==> config.mk <==
export PLATFORM = sky130hd
export DESIGN_NAME = dcache_port_arbiter
export DESIGN_NICKNAME = d
export VERILOG_FILES = /design/src/rtl/dcache_port_arbiter_pkg.sv /design/src/rtl/dcache_port_arbiter_store_commit_fifo.sv /design/src/rtl/dcache_port_arbiter.sv
export SDC_FILE = /design/constraint.sdc
export NUM_CORES = 1
export LEC_CHECK = 0
export ABC_AREA = 1
export CORE_UTILIZATION = 30
export DETAILED_ROUTE_END_ITERATION = 10
export HOLD_SLACK_MARGIN = 0.06
export PLACE_DENSITY = 0.54
export SKIP_LAST_GASP = 1
export SLEW_MARGIN = 20
export SYNTH_ARGS = -nofsm -noshare
export SYNTH_HDL_FRONTEND = slang
export SYNTH_SLANG_ARGS = --single-unit
==> constraint.sdc <==
create_clock -name clock -period 12.2 [get_ports clock]
set_clock_uncertainty 0.2 [all_clocks]
set_input_delay 1.22 -clock clock [delete_from_list [all_inputs] [get_ports clock]]
set_output_delay 1.22 -clock clock [all_outputs]
set_load 0.02 [all_outputs]
==> src/rtl/dcache_port_arbiter_pkg.sv <==
// Shared types for the dcache port arbiter: memory sizes, store-queue packets,
// the dcache request packet and the arbiter FSM states. The packet structs are
// sized for the default system widths (XLEN 32, 8-entry SQ, 6-bit tags).
package dcache_port_arbiter_pkg;

  localparam int SYS_XLEN  = 32;
  localparam int SYS_N_SQ  = 8;
  localparam int SYS_POS_W = $clog2(SYS_N_SQ) + 1;
  localparam int SYS_TAG_W = 6;

  typedef enum logic [1:0] {
    MEM_BYTE = 2'd0,
    MEM_HALF = 2'd1,
    MEM_WORD = 2'd2
  } MEM_SIZE;

  typedef struct packed {
    logic [SYS_XLEN-1:0]  addr;
    logic [SYS_XLEN-1:0]  data;
    MEM_SIZE              size;
    logic [SYS_POS_W-1:0] store_pos;
  } STORE_PACKET_RET;

  typedef struct packed {
    logic                 valid;
    logic [SYS_POS_W-1:0] store_pos;
  } STORE_PACKET_EX_STAGE;

  typedef struct packed {
    logic                 wr;
    logic [SYS_XLEN-1:0]  addr;
    logic [SYS_XLEN-1:0]  data;
    MEM_SIZE              size;
    logic [SYS_TAG_W-1:0] tag;
  } DCACHE_REQ_PACKET;

  typedef enum logic [1:0] {
    IDLE     = 2'd0,
    ISSUE    = 2'd1,
    WAIT_ACK = 2'd2
  } ARB_STATE;

  // Saturating increment for the 32-bit performance counters.
  function automatic logic [31:0] sat_inc32(input logic [31:0] v);
    return (v == 32'hFFFF_FFFF) ? v : (v + 32'd1);
  endfunction

endpackage

==> src/rtl/dcache_port_arbiter_store_commit_fifo.sv <==
// Commit buffer for retired stores: up to N_WAY pushes per cycle packed in lane
// order, one pop per cycle from the head. push_ok says there is room for a full
// retire group; pushes offered while it is low are dropped.
module store_commit_fifo #(
  parameter int N_WAY = 2,
  parameter int DEPTH = 4,
  parameter int W     = 8
) (
  input  logic                     clock,
  input  logic                     reset,
  input  logic [N_WAY-1:0]         push_valid,
  input  logic [N_WAY*W-1:0]       push_data,
  input  logic                     pop,
  output logic                     push_ok,
  output logic [W-1:0]             head_data,
  output logic [$clog2(DEPTH):0]   count
);

  localparam int PW = $clog2(DEPTH);
  localparam int CW = PW + 1;

  logic [W-1:0]     mem_r [DEPTH];
  logic [PW-1:0]    rd_ptr_r;
  logic [PW-1:0]    wr_ptr_r;
  logic [CW-1:0]    count_r;
  logic [N_WAY-1:0] wr_en_s;
  logic [PW-1:0]    wr_idx_s [N_WAY];
  logic [CW-1:0]    npush_s;

  assign push_ok   = (count_r <= CW'(DEPTH - N_WAY));
  assign head_data = mem_r[rd_ptr_r];
  assign count     = count_r;

  // Compact valid lanes onto consecutive slots starting at the write pointer.
  always_comb begin
    npush_s = '0;
    wr_en_s = '0;
    for (int i = 0; i < N_WAY; i++) begin
      wr_idx_s[i] = wr_ptr_r + npush_s[PW-1:0];
      if (push_ok && push_valid[i]) begin
        wr_en_s[i] = 1'b1;
        npush_s    = npush_s + CW'(1);
      end else begin
        wr_en_s[i] = 1'b0;
      end
    end
  end

  // Pointers and occupancy; pointers wrap naturally modulo DEPTH.
  always_ff @(posedge clock) begin
    if (reset) begin
      rd_ptr_r <= '0;
      wr_ptr_r <= '0;
      count_r  <= '0;
    end else begin
      wr_ptr_r <= wr_ptr_r + npush_s[PW-1:0];
      if (pop) begin
        rd_ptr_r <= rd_ptr_r + PW'(1);
      end else begin
        rd_ptr_r <= rd_ptr_r;
      end
      count_r <= count_r + npush_s - {{(CW-1){1'b0}}, pop};
    end
  end

  // Entry storage; contents are don't-care once the count says empty.
  always_ff @(posedge clock) begin
    for (int i = 0; i < N_WAY; i++) begin
      if (wr_en_s[i]) begin
        mem_r[wr_idx_s[i]] <= push_data[i*W +: W];
      end
    end
  end

endmodule

==> src/rtl/dcache_port_arbiter.sv <==
// Shares the single dcache request port between load lookups and retired
// stores. Stores wait in a commit buffer; a 3-state FSM issues one request at a
// time and holds each store write until the dcache reports completion, then
// returns its store_pos to the store queue.
// Optional: define DCACHE_ARB_PERF_EN to add saturating performance counters.
module dcache_port_arbiter
  import dcache_port_arbiter_pkg::*;
#(
  parameter int N_WAY        = 2,
  parameter int N_SQ         = 8,
  parameter int XLEN         = 32,
  parameter int TAG_W        = 6,
  parameter int CBUF_DEPTH   = 4,
  parameter int STARVE_LIMIT = 4
) (
  input  logic                                clock,
  input  logic                                reset,
  input  logic [N_WAY-1:0]                    st_ret_valid,
  input  logic [N_WAY*XLEN-1:0]               st_ret_addr,
  input  logic [N_WAY*XLEN-1:0]               st_ret_data,
  input  logic [N_WAY*2-1:0]                  st_ret_size,
  input  logic [N_WAY*($clog2(N_SQ)+1)-1:0]   st_ret_pos,
  output logic                                st_ret_ready,
  input  logic                                branch_haz,
  input  logic [N_WAY-1:0]                    ld_req_valid,
  input  logic [N_WAY*XLEN-1:0]               ld_req_addr,
  input  logic [N_WAY*2-1:0]                  ld_req_size,
  input  logic [N_WAY*TAG_W-1:0]              ld_req_tag,
  output logic [N_WAY-1:0]                    ld_req_ready,
  output logic                                dc_req_valid,
  output logic                                dc_req_wr,
  output logic [XLEN-1:0]                     dc_req_addr,
  output logic [XLEN-1:0]                     dc_req_data,
  output logic [1:0]                          dc_req_size,
  output logic [TAG_W-1:0]                    dc_req_tag,
  input  logic                                dc_req_ready,
  input  logic                                dc_wr_done,
  output logic                                sq_done_valid,
  output logic [$clog2(N_SQ):0]               sq_done_pos,
  output logic [$clog2(CBUF_DEPTH):0]         cbuf_count
`ifdef DCACHE_ARB_PERF_EN
  ,
  output logic [31:0]                         perf_ld_grants,
  output logic [31:0]                         perf_st_grants,
  output logic [31:0]                         perf_starve_forces,
  output logic [31:0]                         perf_full_stalls
`endif
);

  localparam int POS_W = $clog2(N_SQ) + 1;
  localparam int CNT_W = $clog2(CBUF_DEPTH) + 1;
  localparam int ENT_W = 2 * XLEN + 2 + POS_W;
  localparam int IW    = (N_WAY > 1) ? $clog2(N_WAY) : 1;
  localparam int SC_W  = $clog2(STARVE_LIMIT + 1);

  ARB_STATE               state_r;
  ARB_STATE               state_nxt_s;
  logic [N_WAY*ENT_W-1:0] push_data_s;
  logic [ENT_W-1:0]       head_s;
  logic                   cap_st_s;
  logic                   cap_ld_s;
  logic                   ld_hit_s;
  logic [IW-1:0]          ld_idx_s;
  logic [SC_W-1:0]        starve_r;
  logic                   starved_s;
  logic                   cbuf_full_s;
  logic                   cbuf_nonempty_s;
  logic [POS_W-1:0]       pos_r;

  assign cbuf_full_s     = (cbuf_count == CNT_W'(CBUF_DEPTH));
  assign cbuf_nonempty_s = (cbuf_count != '0);
  assign starved_s       = (starve_r >= SC_W'(STARVE_LIMIT));

  // Pack each retire lane as {addr, data, size, pos} for the commit buffer.
  always_comb begin
    push_data_s = '0;
    for (int i = 0; i < N_WAY; i++) begin
      push_data_s[i*ENT_W +: ENT_W] = {st_ret_addr[i*XLEN +: XLEN], st_ret_data[i*XLEN +: XLEN],
                                       st_ret_size[i*2 +: 2], st_ret_pos[i*POS_W +: POS_W]};
    end
  end

  store_commit_fifo #(
    .N_WAY (N_WAY),
    .DEPTH (CBUF_DEPTH),
    .W     (ENT_W)
  ) u_cbuf (
    .clock      (clock),
    .reset      (reset),
    .push_valid (st_ret_valid),
    .push_data  (push_data_s),
    .pop        (cap_st_s),
    .push_ok    (st_ret_ready),
    .head_data  (head_s),
    .count      (cbuf_count)
  );

  // Lowest-index valid load lane.
  always_comb begin
    ld_hit_s = 1'b0;
    ld_idx_s = '0;
    for (int i = N_WAY - 1; i >= 0; i--) begin
      if (ld_req_valid[i]) begin
        ld_hit_s = 1'b1;
        ld_idx_s = IW'(i);
      end else begin
        ld_hit_s = ld_hit_s;
      end
    end
  end

  // Next state and winner selection; only IDLE captures a new request.
  always_comb begin
    state_nxt_s = state_r;
    cap_st_s    = 1'b0;
    cap_ld_s    = 1'b0;
    case (state_r)
      IDLE: begin
        if (reset) begin
          state_nxt_s = IDLE;
        end else if (cbuf_nonempty_s && (cbuf_full_s || starved_s)) begin
          cap_st_s    = 1'b1;
          state_nxt_s = ISSUE;
        end else if (ld_hit_s && !branch_haz) begin
          cap_ld_s    = 1'b1;
          state_nxt_s = ISSUE;
        end else if (cbuf_nonempty_s) begin
          cap_st_s    = 1'b1;
          state_nxt_s = ISSUE;
        end else begin
          state_nxt_s = IDLE;
        end
      end
      ISSUE: begin
        if (dc_req_ready) begin
          state_nxt_s = dc_req_wr ? WAIT_ACK : IDLE;
        end else begin
          state_nxt_s = ISSUE;
        end
      end
      WAIT_ACK: begin
        if (dc_wr_done) begin
          state_nxt_s = IDLE;
        end else begin
          state_nxt_s = WAIT_ACK;
        end
      end
      default: begin
        state_nxt_s = IDLE;
      end
    endcase
  end

  // Grant pulse back to the captured load lane.
  always_comb begin
    ld_req_ready = '0;
    if (cap_ld_s) begin
      ld_req_ready[ld_idx_s] = 1'b1;
    end else begin
      ld_req_ready = '0;
    end
  end

  // State register.
  always_ff @(posedge clock) begin
    if (reset) begin
      state_r <= IDLE;
    end else begin
      state_r <= state_nxt_s;
    end
  end

  // Request register: loaded on capture, held while stalled, dropped on accept.
  always_ff @(posedge clock) begin
    if (reset) begin
      dc_req_valid <= 1'b0;
      dc_req_wr    <= 1'b0;
      dc_req_addr  <= '0;
      dc_req_data  <= '0;
      dc_req_size  <= 2'd0;
      dc_req_tag   <= '0;
      pos_r        <= '0;
    end else if (cap_st_s) begin
      dc_req_valid <= 1'b1;
      dc_req_wr    <= 1'b1;
      dc_req_addr  <= head_s[ENT_W-1 -: XLEN];
      dc_req_data  <= head_s[ENT_W-XLEN-1 -: XLEN];
      dc_req_size  <= head_s[POS_W+1 -: 2];
      dc_req_tag   <= '0;
      pos_r        <= head_s[POS_W-1:0];
    end else if (cap_ld_s) begin
      dc_req_valid <= 1'b1;
      dc_req_wr    <= 1'b0;
      dc_req_addr  <= ld_req_addr[ld_idx_s*XLEN +: XLEN];
      dc_req_data  <= '0;
      dc_req_size  <= ld_req_size[ld_idx_s*2 +: 2];
      dc_req_tag   <= ld_req_tag[ld_idx_s*TAG_W +: TAG_W];
    end else if ((state_r == ISSUE) && dc_req_ready) begin
      dc_req_valid <= 1'b0;
    end else begin
      dc_req_valid <= dc_req_valid;
    end
  end

  // One-cycle completion pulse carrying the held store position.
  always_ff @(posedge clock) begin
    if (reset) begin
      sq_done_valid <= 1'b0;
      sq_done_pos   <= '0;
    end else if ((state_r == WAIT_ACK) && dc_wr_done) begin
      sq_done_valid <= 1'b1;
      sq_done_pos   <= pos_r;
    end else begin
      sq_done_valid <= 1'b0;
    end
  end

  // Consecutive load wins while stores wait; a store capture clears it.
  always_ff @(posedge clock) begin
    if (reset || cap_st_s) begin
      starve_r <= '0;
    end else if (cap_ld_s && cbuf_nonempty_s && !starved_s) begin
      starve_r <= starve_r + SC_W'(1);
    end else begin
      starve_r <= starve_r;
    end
  end

`ifdef DCACHE_ARB_PERF_EN
  // Saturating grant, starvation-force and full-buffer stall counters.
  always_ff @(posedge clock) begin
    if (reset) begin
      perf_ld_grants     <= 32'd0;
      perf_st_grants     <= 32'd0;
      perf_starve_forces <= 32'd0;
      perf_full_stalls   <= 32'd0;
    end else begin
      perf_ld_grants     <= cap_ld_s ? sat_inc32(perf_ld_grants) : perf_ld_grants;
      perf_st_grants     <= cap_st_s ? sat_inc32(perf_st_grants) : perf_st_grants;
      perf_starve_forces <= (cap_st_s && starved_s) ? sat_inc32(perf_starve_forces) : perf_starve_forces;
      perf_full_stalls   <= !st_ret_ready ? sat_inc32(perf_full_stalls) : perf_full_stalls;
    end
  end
`endif

  dcache_port_arbiter_chk #(.N_WAY(N_WAY)) u_chk (
    .clock        (clock),
    .reset        (reset),
    .st_ret_valid (st_ret_valid),
    .st_ret_ready (st_ret_ready)
  );

endmodule

// Protocol checker: retired stores must not be offered while the buffer is not ready.
module dcache_port_arbiter_chk #(
  parameter int N_WAY = 2
) (
  input logic             clock,
  input logic             reset,
  input logic [N_WAY-1:0] st_ret_valid,
  input logic             st_ret_ready
);

  a_no_push_when_full: assert property (@(posedge clock) disable iff (reset)
    !((|st_ret_valid) && !st_ret_ready));

endmodule

==> impl_metrics.json <==
{
  "hold_depth": 2,
  "final_cells": 3453,
  "min_to": "dc_req_data[13]",
  "finalNetCount": 2817,
  "slew_headroom_pct": 26.3,
  "status": "complete, no violations",
  "chipWidth_um": 253,
  "startpoint_type": "primary input",
  "cts.sinks": 377,
  "h-tree-depth": 2,
  "clkTransAtPathRegs_ns": 0.06,
  "rsz0062_at_grt": "false",
  "power.leakage_nw": 9.76,
  "portBuffers": 313,
  "cts_tree": "yes",
  "hold_viol": 0,
  "critPathMaxFanout": 42,
  "dieArea_sq_um": 64200,
  "firstDrtPassIters": 7,
  "synth-edff-count": 280,
  "synth_commonest_cells": "784 x nand2_1, 296 x inv_1, 280 x edfxtp_1",
  "netlist.area_leader.share_pct": 44.3,
  "grt_start_max_net_pins": 101,
  "grtUsageTotal_pct": 18.0,
  "setup.worst_path.end_class": "primary output",
  "ys.flop_type": "edfxtp_1",
  "syn_avg_cell_area_sq_um": 8.10,
  "p_per_area_nw_per_um2": 225,
  "place_inst": 3371,
  "r2r_end": "u_cbuf.mem_r[3][37]",
  "cts_buffers": 44,
  "cts_setup_buffers": 0,
  "clockBufferDepth": 3,
  "vdd_drop_max_mv": 0.146,
  "rows": 91,
  "synth_area_leaders": "edfxtp_1 44%, nand2_1 16%, dfxtp_1 10%",
  "netlist_instances": 2342,
  "wl_mm": 58.5,
  "period_share_pct": 42.0,
  "drc": 0,
  "antenna_found_initial": 7,
  "tns_ns": 0,
  "yosys.area.top_type": "edfxtp_1",
  "maxCapViolations": 0,
  "multi_input_area_sq_um": 6760,
  "hpwl_mm": 36.1,
  "ant_nets": 0,
  "wl_per_cell_um": 16.9,
  "initial_core_util_pct": 30.6,
  "slew_violations": 0,
  "synth_most_common_cell": "nand2_1",
  "hold_start": "dc_req_data[13]",
  "seq_area_frac_synth_pct": 54.6,
  "post_cts_resized": 0,
  "dpl_cell_area_sq_um": 22600,
  "ys_seq_elements": 377,
  "seqCellArea_sq_um": 10400,
  "fillers": 6252,
  "area.growth.synth_to_final_pct": 26.8,
  "design_area_sq_um": 24100,
  "ctsHoldBuffers": 0,
  "r2r_setup_slack_ns": 8.42,
  "overflow": 0,
  "max_slew.worst_pin.slew_ns": 1.10,
  "period_needed_ns": 5.12,
  "async_flop_share_pct": 0,
  "yosysUniqueCellTypes": 33,
  "grt_pass1_vias": 15400,
  "root_buffer": "clkbuf_16",
  "fmax_mhz": 195,
  "required_ns": 10.78,
  "syn_nets": 2579,
  "route.vias.total": 16000,
  "arrival_ns": 3.70,
  "first_iter_violations": 1011,
  "viasPerCell": 4.64,
  "ys.warnings.count": 0,
  "netlist_area_sq_um": 19000,
  "num_io_pins": 314,
  "r2r-start": "u_cbuf.count[0]",
  "r2r_cells": 8,
  "die_y_um": 253,
  "core-area_sq_um": 62100,
  "crit_type": "in2out",
  "grt_pass1_wl_mm": 88.6,
  "min_path_type": "reg2reg",
  "setup_viol": 0,
  "place_congestion": 0.756,
  "clock_latency_ns": 0.57,
  "drive_above_1_share_pct": 4.40
}
## kinds of logic (layout without fill, tap and decap cells)
kind of cell | Yosys count | count (layout) | synth area share, %
other | 0 | 1 | 0
adders and majority gates | 8 | 8 | 0.567
and+or+nand+nor | 1082 | 1082 | 23.0
buffers and inverters | 445 | 718 | 10.1
DFF | 377 | 377 | 54.6
AOI/OAI and AO/OA | 424 | 424 | 11.5
xor gates and xnor gates | 6 | 6 | 0.277
## cell usage in the layout (no fill, tap or decap), types with 2 or more instances in the layout
| cell | Yosys | routed |
|---|---|---|
| nand3_1 | 161 | 161 |
| nand2_4 | 2 | 2 |
| clkinvlp_4 | 0 | 2 |
| o21ai_1 | 278 | 278 |
| buf_4 | 24 | 18 |
| nand2_1 | 784 | 782 |
| clkinv_2 | 0 | 7 |
| clkbuf_1 | 59 | 14 |
| clkinv_1 | 2 | 4 |
| dfxtp_1 | 97 | 95 |
| nand2_2 | 1 | 3 |
| dfxtp_4 | 0 | 2 |
| edfxtp_1 | 280 | 280 |
| buf_6 | 13 | 2 |
| clkdlybuf4s50_1 | 0 | 312 |
| clkbuf_8 | 0 | 7 |
| clkbuf_16 | 0 | 44 |
| inv_1 | 296 | 295 |
| xor2_1 | 4 | 4 |
| a21oi_1 | 31 | 31 |
| o21bai_4 | 0 | 4 |
| nor3_4 | 4 | 4 |
| nor2_1 | 123 | 123 |
| nor2_4 | 3 | 3 |
| o21ai_0 | 84 | 84 |
| inv_2 | 3 | 3 |
| xnor2_1 | 2 | 2 |
| buf_12 | 0 | 3 |
| o22ai_1 | 24 | 24 |
| bufinv_16 | 0 | 2 |
| ha_1 | 7 | 7 |
## area by class of cell
cell class | instances | area share (%)
sequential | 377 | 43.1
clock inverter | 16 | 0.671
timing repair buffer | 336 | 13.9
inverter | 301 | 4.71
antenna | 1 | 0.0104
tap | 837 | 4.35
clock buffer | 65 | 5.20
multi-input combinational | 1520 | 28.1
## how the worst max path moves through the flow
stage                         start                 end  slack (ns)  depth (start not counted)
global route        ld_req_valid[0]     ld_req_ready[1]        6.84                          6
global placement    ld_req_valid[0]     ld_req_ready[1]        7.03                          6
floorplan           st_ret_valid[0]  u_cbuf.mem_r[0][0]        6.74                          3
finish              ld_req_valid[0]     ld_req_ready[1]        7.08                          6
CTS                 ld_req_valid[0]     ld_req_ready[1]        7.04                          6
detailed placement  ld_req_valid[0]     ld_req_ready[1]        7.04                          6
## layer usage
layer	global-route usage, %	vias up	share of wire [%]	wire (um)
li1	-	8057	-	-
met1	22.4	7421	43	24900
met2	31.2	444	48	28100
met3	3.87	81	7.0	4080
met4	5.37	12	2.2	1280
met5	0	-	0.14	83
## sequential cells by signal, indices dropped and copies added, names as in the netlist, named ones only
name and count:
dc_req_valid 1, starve_r 3, dc_req_addr 32, dc_req_tag 6, u_cbuf.rd_ptr_r 2, u_cbuf.mem_r 280
u_cbuf.wr_ptr_r 2, u_cbuf.count 3, pos_r 4, dc_req_size 2, sq_done_pos 4, state_r 2
dc_req_wr 1, dc_req_data 32, sq_done_valid 1
## power breakdown
| part | internal (mW) | total, mW | switching (mW) | leakage [nW] |
|---|---|---|---|---|
| combinational | 0.661 | 1.99 | 1.33 | 5.68 |
| sequential | 1.96 | 2.13 | 0.169 | 3.40 |
| clock | 0.755 | 1.30 | 0.541 | 0.687 |
## stage by stage
| step | power [mW] | utilization (%) | hold WS, ns | setup WS [ns] |
|---|---|---|---|---|
| after floorplan | 3.43 | - | 0.251 | 6.74 |
| after global placement | 4.12 | 36.4 | 0.233 | 7.03 |
| after detailed placement | 4.18 | 36.5 | 0.236 | 7.04 |
| after CTS | 5.49 | 38.8 | 0.249 | 7.04 |
| after global routing | 5.78 | 38.8 | 0.257 | 6.84 |
| final | 5.41 | 38.8 | 0.246 | 7.08 |
## critical path, cell delays in order
cell,delay (ns)
clkdlybuf4s50_1,0.47
clkinv_1,0.07
buf_4,0.41
nand2_2,0.62
nor2_1,0.26
clkdlybuf4s50_1,0.63
No activity file was read; power rests on OpenSTA's default activity.
